===== src/rtl/memory_stage_pkg.sv =====
// memory_stage_pkg: shared state encodings and default parameters for the MEM stage
package memory_stage_pkg;
  typedef enum logic [1:0] {
    MS_IDLE = 2'd0,
    MS_WAIT = 2'd1,
    MS_ERR  = 2'd2
  } ms_state_e;
  localparam int TIMEOUT_DEF = 64;
  localparam int CNT_W_DEF = 16;
endpackage


===== src/rtl/memory_stage_reg.sv =====
// memory_stage_reg: plain register with synchronous active-low reset
module memory_stage_reg #(
  parameter int W = 1,
  parameter logic [W-1:0] RST_VAL = '0
) (
  input  logic         clk,
  input  logic         rst,
  input  logic [W-1:0] d,
  output logic [W-1:0] q
);
  always_ff @(posedge clk) q <= rst ? d : RST_VAL;
endmodule


===== src/rtl/memory_stage_timeout.sv =====
// mem_timeout_counter: counts cycles while enabled and flags the last allowed cycle
module mem_timeout_counter #(
  parameter int TIMEOUT = 64
) (
  input  logic clk,
  input  logic rst,
  input  logic clr,
  input  logic en,
  output logic expire
);
  localparam int W = $clog2(TIMEOUT);
  logic [W-1:0] cnt_q, cnt_d;
  assign cnt_d = clr ? '0 : en ? cnt_q + 1'b1 : cnt_q;
  always_ff @(posedge clk) cnt_q <= rst ? cnt_d : '0;
  assign expire = en & (cnt_q == W'(TIMEOUT - 1));
endmodule


===== src/rtl/memory_stage.sv =====
// memory_stage: MEM pipeline stage driving a variable-latency data memory over req/done
module memory_stage
  import memory_stage_pkg::*;
#(
  parameter int TIMEOUT = TIMEOUT_DEF,
  parameter int CNT_W = CNT_W_DEF
) (
  input  logic             clk,
  input  logic             rst,
  input  logic             valid_m,
  input  logic             memRead_m,
  input  logic             memWrite_m,
  input  logic             halt_m,
  input  logic [15:0]      aluOut_m,
  input  logic [15:0]      read2Data_m,
  output logic [15:0]      dmem_addr,
  output logic [15:0]      dmem_wdata,
  output logic             dmem_rd,
  output logic             dmem_wr,
  input  logic [15:0]      dmem_rdata,
  input  logic             dmem_done,
  input  logic             dmem_busy,
  input  logic             dmem_err,
  output logic [15:0]      memOut_m,
  output logic             stall_mem,
  output logic             err_m,
  output logic             dump_m,
  output logic [CNT_W-1:0] stallCnt
);
  logic [1:0] st_raw;
  ms_state_e state_q, state_d;
  logic err_q, err_d, halted_q, halted_d, rd_pend_q, rd_pend_d, dump_q, dump_d;
  logic [15:0] rdata_q, rdata_d;
  logic [CNT_W-1:0] stall_cnt_q, stall_cnt_d;
  logic idle, wait_s, acc, bad, issue, expire, fail, rd_done, halt_fire;
  assign state_q = ms_state_e'(st_raw);
  assign idle = state_q == MS_IDLE;
  assign wait_s = state_q == MS_WAIT;
  assign acc = valid_m & (memRead_m | memWrite_m) & ~err_q & ~halted_q;
  assign bad = aluOut_m[0] | (memRead_m & memWrite_m);
  assign issue = rst & idle & acc & ~bad & ~dmem_busy;
  assign fail = ((issue | wait_s) & dmem_done & dmem_err) | (wait_s & ~dmem_done & expire) | (idle & acc & bad);
  assign rd_done = rst & dmem_done & (issue ? memRead_m : wait_s & rd_pend_q);
  assign halt_fire = valid_m & halt_m & ~stall_mem & ~halted_q;
  assign dmem_addr = aluOut_m;
  assign dmem_wdata = read2Data_m;
  memory_stage_reg #(.W(2))     u_state  (.clk(clk), .rst(rst), .d(state_d),     .q(st_raw));
  memory_stage_reg #(.W(16))    u_rdata  (.clk(clk), .rst(rst), .d(rdata_d),     .q(rdata_q));
  memory_stage_reg #(.W(1))     u_err    (.clk(clk), .rst(rst), .d(err_d),       .q(err_q));
  memory_stage_reg #(.W(1))     u_halted (.clk(clk), .rst(rst), .d(halted_d),    .q(halted_q));
  memory_stage_reg #(.W(1))     u_rdpend (.clk(clk), .rst(rst), .d(rd_pend_d),   .q(rd_pend_q));
  memory_stage_reg #(.W(1))     u_dump   (.clk(clk), .rst(rst), .d(dump_d),      .q(dump_q));
  memory_stage_reg #(.W(CNT_W)) u_scnt   (.clk(clk), .rst(rst), .d(stall_cnt_d), .q(stall_cnt_q));
  mem_timeout_counter #(.TIMEOUT(TIMEOUT)) u_tmo (
    .clk(clk),
    .rst(rst),
    .clr(~wait_s),
    .en(wait_s),
    .expire(expire)
  );
  always_comb begin
    state_d = fail ? MS_ERR : (issue & ~dmem_done) ? MS_WAIT : (wait_s & dmem_done) ? MS_IDLE : state_q;
    err_d = err_q | fail;
    rd_pend_d = issue ? memRead_m : rd_pend_q;
    rdata_d = rd_done ? dmem_rdata : rdata_q;
    halted_d = halted_q | halt_fire;
    dump_d = halt_fire;
    stall_cnt_d = (stall_mem & ~&stall_cnt_q) ? stall_cnt_q + 1'b1 : stall_cnt_q;
  end
  always_comb begin
    dmem_rd = issue & memRead_m;
    dmem_wr = issue & memWrite_m;
    stall_mem = rst & (idle ? acc & ~bad & (dmem_busy | ~dmem_done) : wait_s & ~dmem_done & ~expire);
    memOut_m = rd_done ? dmem_rdata : rdata_q;
    err_m = err_q;
    dump_m = dump_q;
    stallCnt = stall_cnt_q;
  end
endmodule

===== config.mk =====
export PLATFORM = sky130hd
export DESIGN_NAME = memory_stage
export DESIGN_NICKNAME = d
export VERILOG_FILES = /design/src/rtl/memory_stage_pkg.sv /design/src/rtl/memory_stage_reg.sv /design/src/rtl/memory_stage_timeout.sv /design/src/rtl/memory_stage.sv
export SDC_FILE = /design/constraint.sdc
export NUM_CORES = 1
export LEC_CHECK = 0
export BUFFER_PORTS_ARGS = -buffer_cell sky130_fd_sc_hd__buf_2
export CAP_MARGIN = 20
export CORE_AREA = 2 2 113 71
export DETAILED_ROUTE_END_ITERATION = 8
export DIE_AREA = 0 0 115 73
export PLACE_DENSITY = 0.66
export SLEW_MARGIN = 20
export SYNTH_ARGS = -nofsm -noshare
export SYNTH_HDL_FRONTEND = slang
export SYNTH_SLANG_ARGS = --single-unit

===== constraint.sdc =====
create_clock -name clk -period 4.2 [get_ports clk]
set_input_delay 1.26 -clock clk [delete_from_list [all_inputs] [get_ports clk]]
set_output_delay 1.26 -clock clk [all_outputs]
set_load 0.01 [all_outputs]

==> metrics.csv, run 1 <==
stage,metric,value,unit
timing,min_period_over_period,100,%
critical_path,start_kind,input pin,
run_status,status,"finished, violations left",
clocking,cts-root-buf,clkbuf_16,
placed_design,place_hpwl,3940,um
critical_path,rrSetupSlack,1.72,ns
logic_synthesis,synth_edf_count,0,
clocking,clk_path_buf_depth,2,
finish,seq_area,881,sq um
critical_path,rr_startpoint,u_state.q[0],
drt,routed_wirelength,5520,um
drt,drtIter0Drc,62,
grt,grt.busiest_layer,met2,
hold_path,worstHoldEndpoint,u_dump.q,
die,pin_count,126,
logic_synthesis,yosys_most_used_dff,dfxtp_1,
timing,rsz0062_at_grt,true,
grt,grt_use_met3,3.49,%
die,rows,25,
timing,setup_ws,-0.0133,ns
logic_synthesis,muxShareOfSynthArea,9.01,%
critical_path,path_class,input pin to output pin,
placed_design,routabilityCongestion,0.808,
grt,grtUsageTotal,13.2,%
timing,finalSetupViolations,10,
logic_synthesis,yosysMostFrequentCell,dfxtp_1,
logic_synthesis,syn_inst,278,
power_and_ir_drop,peakVddDrop,0.000219,V
timing,hold_viol_final,0,
critical_path,critPathArrivalTime,2.95,ns
logic_synthesis,yosysTopAreaCellShare,34.9,%
timing,fmax,237,MHz
logic_synthesis,synthesis.area,2530,sq um
logic_synthesis,ys_types,40,
logic_synthesis,synth_compound_gate_area_share,19.8,%
grt,use_met1,19.0,%
grt,grt_first_pass_wirelength,9050,um
clocking,numCtsBuffers,5,
finish,syn_to_final_growth,21.9,%
grt,overflow,0,
logic_synthesis,ys.warnings.count,0,
finish,antenna_cells,0,
drt,post-route-drc-count,0,
logic_synthesis,synth_commonest_cells,"dfxtp_1, buf_4, and3_1",
critical_path,crit_fanout,8,
run_status,violations,setup timing,
critical_path,cp-end-kind,output pin,
logic_synthesis,synth_top_family_by_area,simple AND/OR/NAND/NOR gates,
power_and_ir_drop,leakagePower,0.00136,uW
clocking,numClockSinks,44,
logic_synthesis,post_synth.cell_area_avg,9.09,sq um
grt,grt_pass1_vias,1889,
timing,max_slew.worst_pin.slew,0.454,ns
grt,grt.met2_usage,19.2,%
timing,slew_headroom,69.7,%
drt,vias,2107,
hold_path,hp-class,flop to flop,
logic_synthesis,synth_seq_cells,44,
logic_synthesis,synth_nets,337,
job,maxCapViolations,0,
drt,ant_nets,0,
die,initial_utilization,33.7,%
logic_synthesis,synth_adder_area_share,0.991,%
clocking,hold_buffers,0,
die,dieArea,8400,sq um
finish,multiInputGateArea,1310,sq um
critical_path,cp_data_required_time,2.94,ns
finish,final_core_util,41.0,%
clocking,cts.reportedPaths.clkPinSlew,0.06,ns
placed_design,port_buffers,63,
logic_synthesis,async_flop_share,0,%
grt,grt_antenna_before_repair,0,
critical_path,rr_worst_depth,7,
logic_synthesis,synth_xor_area_share,1.73,%
clocking,h-tree-depth,2,
logic_synthesis,post-synth-top-area-cell,dfxtp_1,
clocking,clock_latency,0.28,ns
finish,final_nets,371,
critical_path,r2r_end,u_scnt.q[14],
timing,fin_skew,0.00473,ns
die,die_w,115,um
drt,drtPass1Iterations,4,
finish,final.fill_count,763,
placed_design,post-place-ws,-0.124,ns
timing,drv_slew,0,
hold_path,min_from,u_halted.q,
grt,grt_max_degree,33,
drt,avgViaCountPerCell,5.18,
finish,drive_above_1_share,32.9,%
logic_synthesis,synth-simple-area-share,20.4,%
drt,wl_per_cell,13.6,um
logic_synthesis,ys_seq_area_share,34.9,%
power_and_ir_drop,power_density,340,nW/um^2
logic_synthesis,synth_area_leaders,"dfxtp_1, buf_4, mux2_4, o21a_1, and3_1",
die,fp.dieH,73,um
hold_path,hold_depth,1,
timing,fin_crit,4.21,ns
die,coreArea,7510,sq um
clocking,cts_tree,yes,
per-layer routing:
| layer | vias up | routed length [um] |
|---|---|---|
| met3 | 6 | 294 |
| li1 | 1056 | - |
| met5 | - | 0 |
| met2 | 51 | 2350 |
| met1 | 994 | 2820 |
| met4 | 0 | 53 |
cell type report:
cell class	instances	share of cell area (%)
clock inverters	3	2.92
repair buffers	74	17.2
multi-input cells	180	42.6
inverters	7	0.853
flip-flops and latches	44	28.6
clock buffers	5	4.06
well taps	94	3.82
cell families (layout without fill, tap and decap cells):
kind of cell	Yosys count	after routing
xor+xnor	5	5
mux	17	17
flops	44	44
fa+ha+maj	2	2
compound gates	74	74
simple gates	82	82
buf+inv	54	89
registers in the layout, summed over array words and instances (netlist names):
| name | count |
|---|---|
| u_rdata.q | 16 |
| u_scnt.q | 16 |
| u_tmo.cnt_q | 6 |
| u_state.q | 2 |
| u_dump.q | 1 |
| u_err.q | 1 |
| u_halted.q | 1 |
| u_rdpend.q | 1 |
per-stage QoR:
stage	area [sq um]	total power [uW]	setup TNS [ns]	hold slack, ns	cells
global placement	2750	495	-1.42	0.434	398
detailed placement	2750	496	-1.72	0.444	398
floorplan	2530	497	0	0.420	278
CTS	3060	1060	-0.213	0.455	407
global route	3080	1090	-1.09	0.485	407
finish	3080	1050	-0.0823	0.448	407
report_power, final:
part	leakage [uW]	internal [uW]	switching, uW	total [uW]
logic	0.000906	28.2	34.3	62.5
clock network	0.000104	401	159	560
registers	0.000355	421	4.56	426
cell usage in the layout (no fill, tap or decap), types with 3 or more instances in the layout:
master / count
buf_2: 46
dfxtp_1: 44
and3_1: 21
o21a_1: 18
buf_6: 17
a21boi_0: 16
nand3_1: 15
a21oi_1: 14
o21ai_0: 13
mux2_4: 10
buf_4: 9
or3_1: 8
inv_1: 7
nor2_1: 7
mux2_2: 6
clkbuf_16: 5
nand2b_1: 4
and4_1: 4
nand4_1: 4
o211ai_1: 4
nand2_1: 4
o31ai_1: 4
nor4_1: 3
xor2_1: 3
nor3_1: 3
bufinv_16: 3
worst max path at each step:
stage / start / to / depth (start not counted) / slack [ns]
2_1_floorplan: valid_m / memOut_m[10] / 6 / 0.02
3_3_place_gp: valid_m / memOut_m[9] / 8 / -0.10
3_5_place_dp: valid_m / memOut_m[11] / 8 / -0.12
4_1_cts: valid_m / memOut_m[11] / 8 / -0.03
5_1_grt: valid_m / memOut_m[12] / 8 / -0.08
6_report: valid_m / memOut_m[9] / 8 / -0.01
repair_timing:
| action | 4_1_cts | 5_1_grt |
|---|---|---|
| endpoints found under the setup margin | 16 | 16 |
| pin swaps | 2 | 1 |
| setup buffers | 1 | 0 |
| resized for setup | 14 | 3 |
worst max-delay path, cell delays in order:
cell and delay, ns:
buf_6 0.07, or4b_4 0.48, nor4_4 0.16, a32o_2 0.27, nand3_4 0.11, buf_12 0.17
mux2_4 0.30, buf_6 0.12
Power figures use the tool's default switching activity.
==> run 2: changes to the inputs <==
CELL_PAD_IN_SITES_DETAIL_PLACEMENT = 0   (was unset)
CELL_PAD_IN_SITES_GLOBAL_PLACEMENT = 1   (was unset)
CORE_AREA = 2 2 122 77   (was 2 2 113 71)
DIE_AREA = 0 0 124 79   (was 0 0 115 73)
PLACE_DENSITY = unset   (was 0.66)
PLACE_DENSITY_LB_ADDON = 0.1   (was unset)
==> run 2 against run 1 <==
Effect of this change: the flow still finishes with violations (setup timing); utilization fell by 6.1 points; fmax fell by 0.17%; wire length rose by 14%; non-clock buffer count did not move; critical path depth did not move; sequential power barely moved; combinational power barely moved; power fell by 11%; highest routed layer unchanged.
==> metrics.csv, run 2 (synthesized netlist as in run 1, its figures left out) <==
stage,metric,value,unit
placed_design,place_inst,419,
clocking,hold_buffers,0,
finish,reg.largest.list,"u_rdata.q: 16 flops, u_scnt.q: 16 flops, u_tmo.cnt_q: 6 flops",
finish,multiInputGateArea,1310,sq um
grt,grtUsageTotal,13.6,%
finish,drive_above_1_share,32.6,%
drt,ant_nets,0,
timing,min_period_over_period,100,%
critical_path,crit_fanout,8,
critical_path,critPathArrivalTime,2.96,ns
timing,slew_headroom,53.8,%
clocking,h-tree-depth,2,
clocking,clock_latency,0.28,ns
critical_path,start_kind,input pin,
critical_path,crit_top_cell,buf_6,
timing,fin_crit,4.22,ns
grt,grt_pass1_vias,1963,
grt,grt_first_pass_wirelength,10500,um
timing,fmax,237,MHz
grt,overflow,0,
timing,rsz0062_at_grt,true,
clocking,numCtsBuffers,5,
critical_path,cp_slowest_stage_delay,0.47,ns
run_status,violations,setup timing,
die,initial_utilization,28.8,%
hold_path,hp-class,flop to flop,
placed_design,post-place-ws,-0.0982,ns
timing,max_slew.worst_pin.slew,0.690,ns
critical_path,path_cells,buf_6 -> or4b_4 -> nor4_4 -> a32o_2 -> nand3_4 -> buf_12 -> mux2_4 -> buf_6,
drt,vias,2061,
finish,final.fill_count,940,
finish,antenna_cells,0,
die,rows,27,
critical_path,path_class,input pin to output pin,
power_and_ir_drop,peakVddDrop,0.000125,V
placed_design,place_hpwl,4390,um
critical_path,rr_worst_depth,7,
timing,setup_ws,-0.0206,ns
drt,avgViaCountPerCell,4.80,
finish,syn_to_final_growth,21.3,%
finish,final_common_cell,buf_2,
power_and_ir_drop,leakagePower,0.00134,uW
die,dieArea,9800,sq um
finish,fin_cells,429,
run_status,status,"finished, violations left",
placed_design,routabilityCongestion,0.730,
timing,whs,0.451,ns
clocking,cts_tree,yes,
die,coreArea,8780,sq um
job,maxCapViolations,0,
hold_path,hold_depth,1,
timing,drv_slew,0,
grt,grt_antenna_before_repair,0,
drt,drtPass1Iterations,4,
timing,finalSetupViolations,10,
drt,drtIter0Drc,79,
clocking,cts-root-buf,clkbuf_16,
drt,routed_wirelength,6270,um
critical_path,cp-end-kind,output pin,
finish,final_nets,371,
placed_design,place_area,2760,sq um
drt,post-route-drc-count,0,
die,pin_count,126,
critical_path,crit_buf_inv,3,
critical_path,slowest_stage,or4b_4,
clocking,numClockSinks,44,
drt,wl_per_cell,14.6,um
die,die_w,124,um
critical_path,cp_data_required_time,2.94,ns
power_and_ir_drop,power_density,303,nW/um^2
finish,finalInstanceArea,3060,sq um
critical_path,path_delay_family,simple AND/OR/NAND/NOR gates,
finish,final_cell_mix,"buf_2, dfxtp_1, and3_1",
finish,seq_area,881,sq um
clocking,clk_path_buf_depth,2,
placed_design,port_buffers,63,
timing,hold_viol_final,0,
timing,fin_skew,0.00572,ns
critical_path,cp.depth,8,
die,fp.dieH,79,um
clocking,cts.reportedPaths.clkPinSlew,0.06,ns
grt,grt_max_degree,33,
-- run 2: cell count changes in the layout (fill, tap and decap cells not counted) --
cell,change
bufinv_16,-2
buf_12,-1
buf_16,+1
clkbuf_1,+1
clkinv_2,+1
-- run 2: routing by layer --
metal  up-vias  share of wire [%]  GRT usage, %
li1       1055                  -             -
met1       949                 55          21.0
met2        39                 38          18.0
met3        18                5.5          3.95
met4         0                1.3          3.60
met5         -                  0             0
-- run 2: what timing repair did --
action / CTS / global route
pin swaps: 2 / 0
setup buffers: 0 / 1
gates cloned: 1 / 0
resized for setup: 18 / 0
endpoints found under the hold margin: 0 / 0
setup endpoints to repair: 16 / 16
-- run 2: worst paths after layout --
check / startpoint / to / slack [ns]
worst max register to register: u_state.q[0] / u_scnt.q[5] / 1.46
worst min register to register: u_halted.q / u_dump.q / 0.45
worst max-delay path: valid_m / memOut_m[9] / -0.02
worst min-delay path: u_halted.q / u_dump.q / 0.45
-- run 2: power breakdown --
group	leakage [uW]	switching, uW	total [uW]	internal (uW)
clock network	0.0000808	161	440	280
registers	0.000355	4.97	426	421
logic	0.000908	35.4	62.7	27.3
-- run 2: per-stage QoR --
stage	util, %	setup TNS, ns	power, uW
final	34.9	-0.150	929
after detailed placement	31.4	-1.36	497
after CTS	34.8	-0.470	949
after global placement	31.4	-1.10	497
after floorplan	-	0	497
after global routing	34.9	-1.67	977
-- run 2: layout make-up --
type / instances / share of cell area (%)
well taps: 116 / 4.74
flip-flops and latches: 44 / 28.7
clock buffers: 6 / 4.21
multi-input cells: 180 / 42.8
repair buffers: 74 / 17.5
clock inverters: 2 / 1.14
inverters: 7 / 0.857
==> run 3: changes to the inputs <==
MAX_ROUTING_LAYER = met4   (was unset)
==> run 3 against run 2 <==
Effect of this change: the run still ends with setup timing left; via count about the same; largest power group unchanged; non-clock buffer count unchanged; clock power about the same; sequential share of layout area unchanged; wire length about the same; flip-flop and latch count unchanged; combinational power about the same.
==> metrics.csv, run 3 (synthesized netlist as in run 1, its figures left out) <==
stage,metric,value,unit
die,coreArea,8780,sq um
finish,antenna_cells,0,
timing,fin_crit,4.22,ns
critical_path,critPathArrivalTime,2.96,ns
die,initial_utilization,28.8,%
finish,final_cell_mix,"buf_2, dfxtp_1, and3_1",
timing,fin_skew,0.00546,ns
clocking,cts-root-buf,clkbuf_16,
die,fp.dieH,79,um
finish,drive_above_1_share,32.6,%
power_and_ir_drop,clkPwrFrac,47.4,%
critical_path,path_class,input pin to output pin,
drt,routed_wirelength,6270,um
timing,setup_ws,-0.0206,ns
die,dieArea,9800,sq um
drt,avgViaCountPerCell,4.80,
die,die_w,124,um
finish,seq_area,881,sq um
clocking,numCtsBuffers,5,
clocking,cts.reportedPaths.clkPinSlew,0.06,ns
placed_design,place_inst,419,
timing,rsz0062_at_grt,true,
grt,grt_antenna_before_repair,0,
grt,grtUsageTotal,14.0,%
critical_path,crit_fanout,8,
clocking,h-tree-depth,2,
power_and_ir_drop,power.internal,728,uW
drt,ant_nets,0,
drt,post-route-drc-count,0,
timing,drv_slew,0,
grt,grt_max_degree,33,
clocking,hold_buffers,0,
job,maxCapViolations,0,
placed_design,place_hpwl,4390,um
run_status,violations,setup timing,
finish,multiInputGateArea,1310,sq um
finish,fin_cells,429,
hold_path,hp-class,flop to flop,
timing,finalSetupViolations,10,
clocking,clock_latency,0.28,ns
power_and_ir_drop,p_sw_share,21.6,%
drt,vias,2059,
grt,grt_first_pass_wirelength,10500,um
placed_design,routabilityCongestion,0.739,
power_and_ir_drop,p_sw,201,uW
drt,drtPass1Iterations,4,
clocking,clk_path_buf_depth,2,
grt,grt_pass1_vias,1963,
critical_path,start_kind,input pin,
timing,max_slew.worst_pin.slew,0.690,ns
run_status,status,"finished, violations left",
critical_path,cp_data_required_time,2.94,ns
timing,fmax,237,MHz
drt,drtIter0Drc,79,
power_and_ir_drop,seqPwrFrac,45.9,%
placed_design,port_buffers,63,
finish,reg.largest.list,"u_rdata.q: 16 flops, u_scnt.q: 16 flops, u_tmo.cnt_q: 6 flops",
grt,overflow,0,
power_and_ir_drop,leakagePower,0.00134,uW
timing,min_period_over_period,100,%
die,rows,27,
drt,wl_per_cell,14.6,um
finish,final_nets,371,
timing,hold_viol_final,0,
finish,final.fill_count,940,
die,pin_count,126,
timing,setup_tns,-0.150,ns
critical_path,cp-end-kind,output pin,
finish,syn_to_final_growth,21.3,%
clocking,numClockSinks,44,
timing,slew_headroom,53.8,%
clocking,cts_tree,yes,
finish,final_common_cell,buf_2,
power_and_ir_drop,power_density,303,nW/um^2
power_and_ir_drop,combinationalPowerShare,6.8,%
power_and_ir_drop,peakVddDrop,0.000125,V
[run 3: cell counts in the layout (fill, tap and decap cells not counted)]
Identical to the previous run, type by type.
[run 3: layout make-up]
| type | count | share of cell area (%) |
|---|---|---|
| clock inverters | 2 | 1.14 |
| flip-flops and latches | 44 | 28.7 |
| multi-input cells | 180 | 42.8 |
| well taps | 116 | 4.74 |
| inverters | 7 | 0.857 |
| repair buffers | 74 | 17.5 |
| clock buffers | 6 | 4.21 |
[run 3: power groups by stage]
stage               Sequential (uW)  Combinational [uW]  Clock (uW)
floorplan                       435                61.9           0
global placement                436                61.1           0
detailed placement              436                61.2           0
CTS                             426                63.2         460
global route                    426                70.1         481
finish                          426                62.7         440
[run 3: path summary, 6_finish.rpt]
check	startpoint	to	slack, ns	depth (start not counted)
setup / recovery	valid_m	memOut_m[9]	-0.02	8
hold / removal	u_halted.q	u_dump.q	0.45	1
setup reg to reg	u_state.q[0]	u_scnt.q[5]	1.46	7
hold reg to reg	u_halted.q	u_dump.q	0.45	1
[run 3: metal layers]
| layer | share of wire (%) | wire (um) | track usage (%) |
|---|---|---|---|
| met5 | 0 | 0 | - |
| met4 | 1.3 | 81 | 3.60 |
| met3 | 5.5 | 343 | 3.88 |
| met2 | 38 | 2380 | 18.0 |
| met1 | 55 | 3460 | 21.0 |
[run 3: worst max-delay path, cell delays in order]
cell and delay, ns:
buf_6 0.07, or4b_4 0.47, nor4_4 0.16, a32o_2 0.25, nand3_4 0.13, buf_12 0.19, mux2_4 0.30, buf_6 0.12
[run 3: through the flow]
| step | setup WS (ns) | power [uW] | hold slack (ns) | utilization, % | area [sq um] |
|---|---|---|---|---|---|
| floorplan | 0.0173 | 497 | 0.420 | - | 2530 |
| global placement | -0.0752 | 497 | 0.457 | 31.4 | 2760 |
| detailed placement | -0.0982 | 497 | 0.450 | 31.4 | 2760 |
| CTS | -0.0392 | 949 | 0.460 | 34.8 | 3060 |
| global route | -0.114 | 977 | 0.476 | 34.9 | 3060 |
| finish | -0.0206 | 929 | 0.451 | 34.9 | 3060 |
[run 3: repair_timing]
action / CTS / global route
gates cloned: 1 / 0
endpoints found under the setup margin: 16 / 16
pin swaps: 2 / 0
gates resized for setup: 18 / 0
setup buffers: 0 / 1
endpoints found under the hold margin: 0 / 0
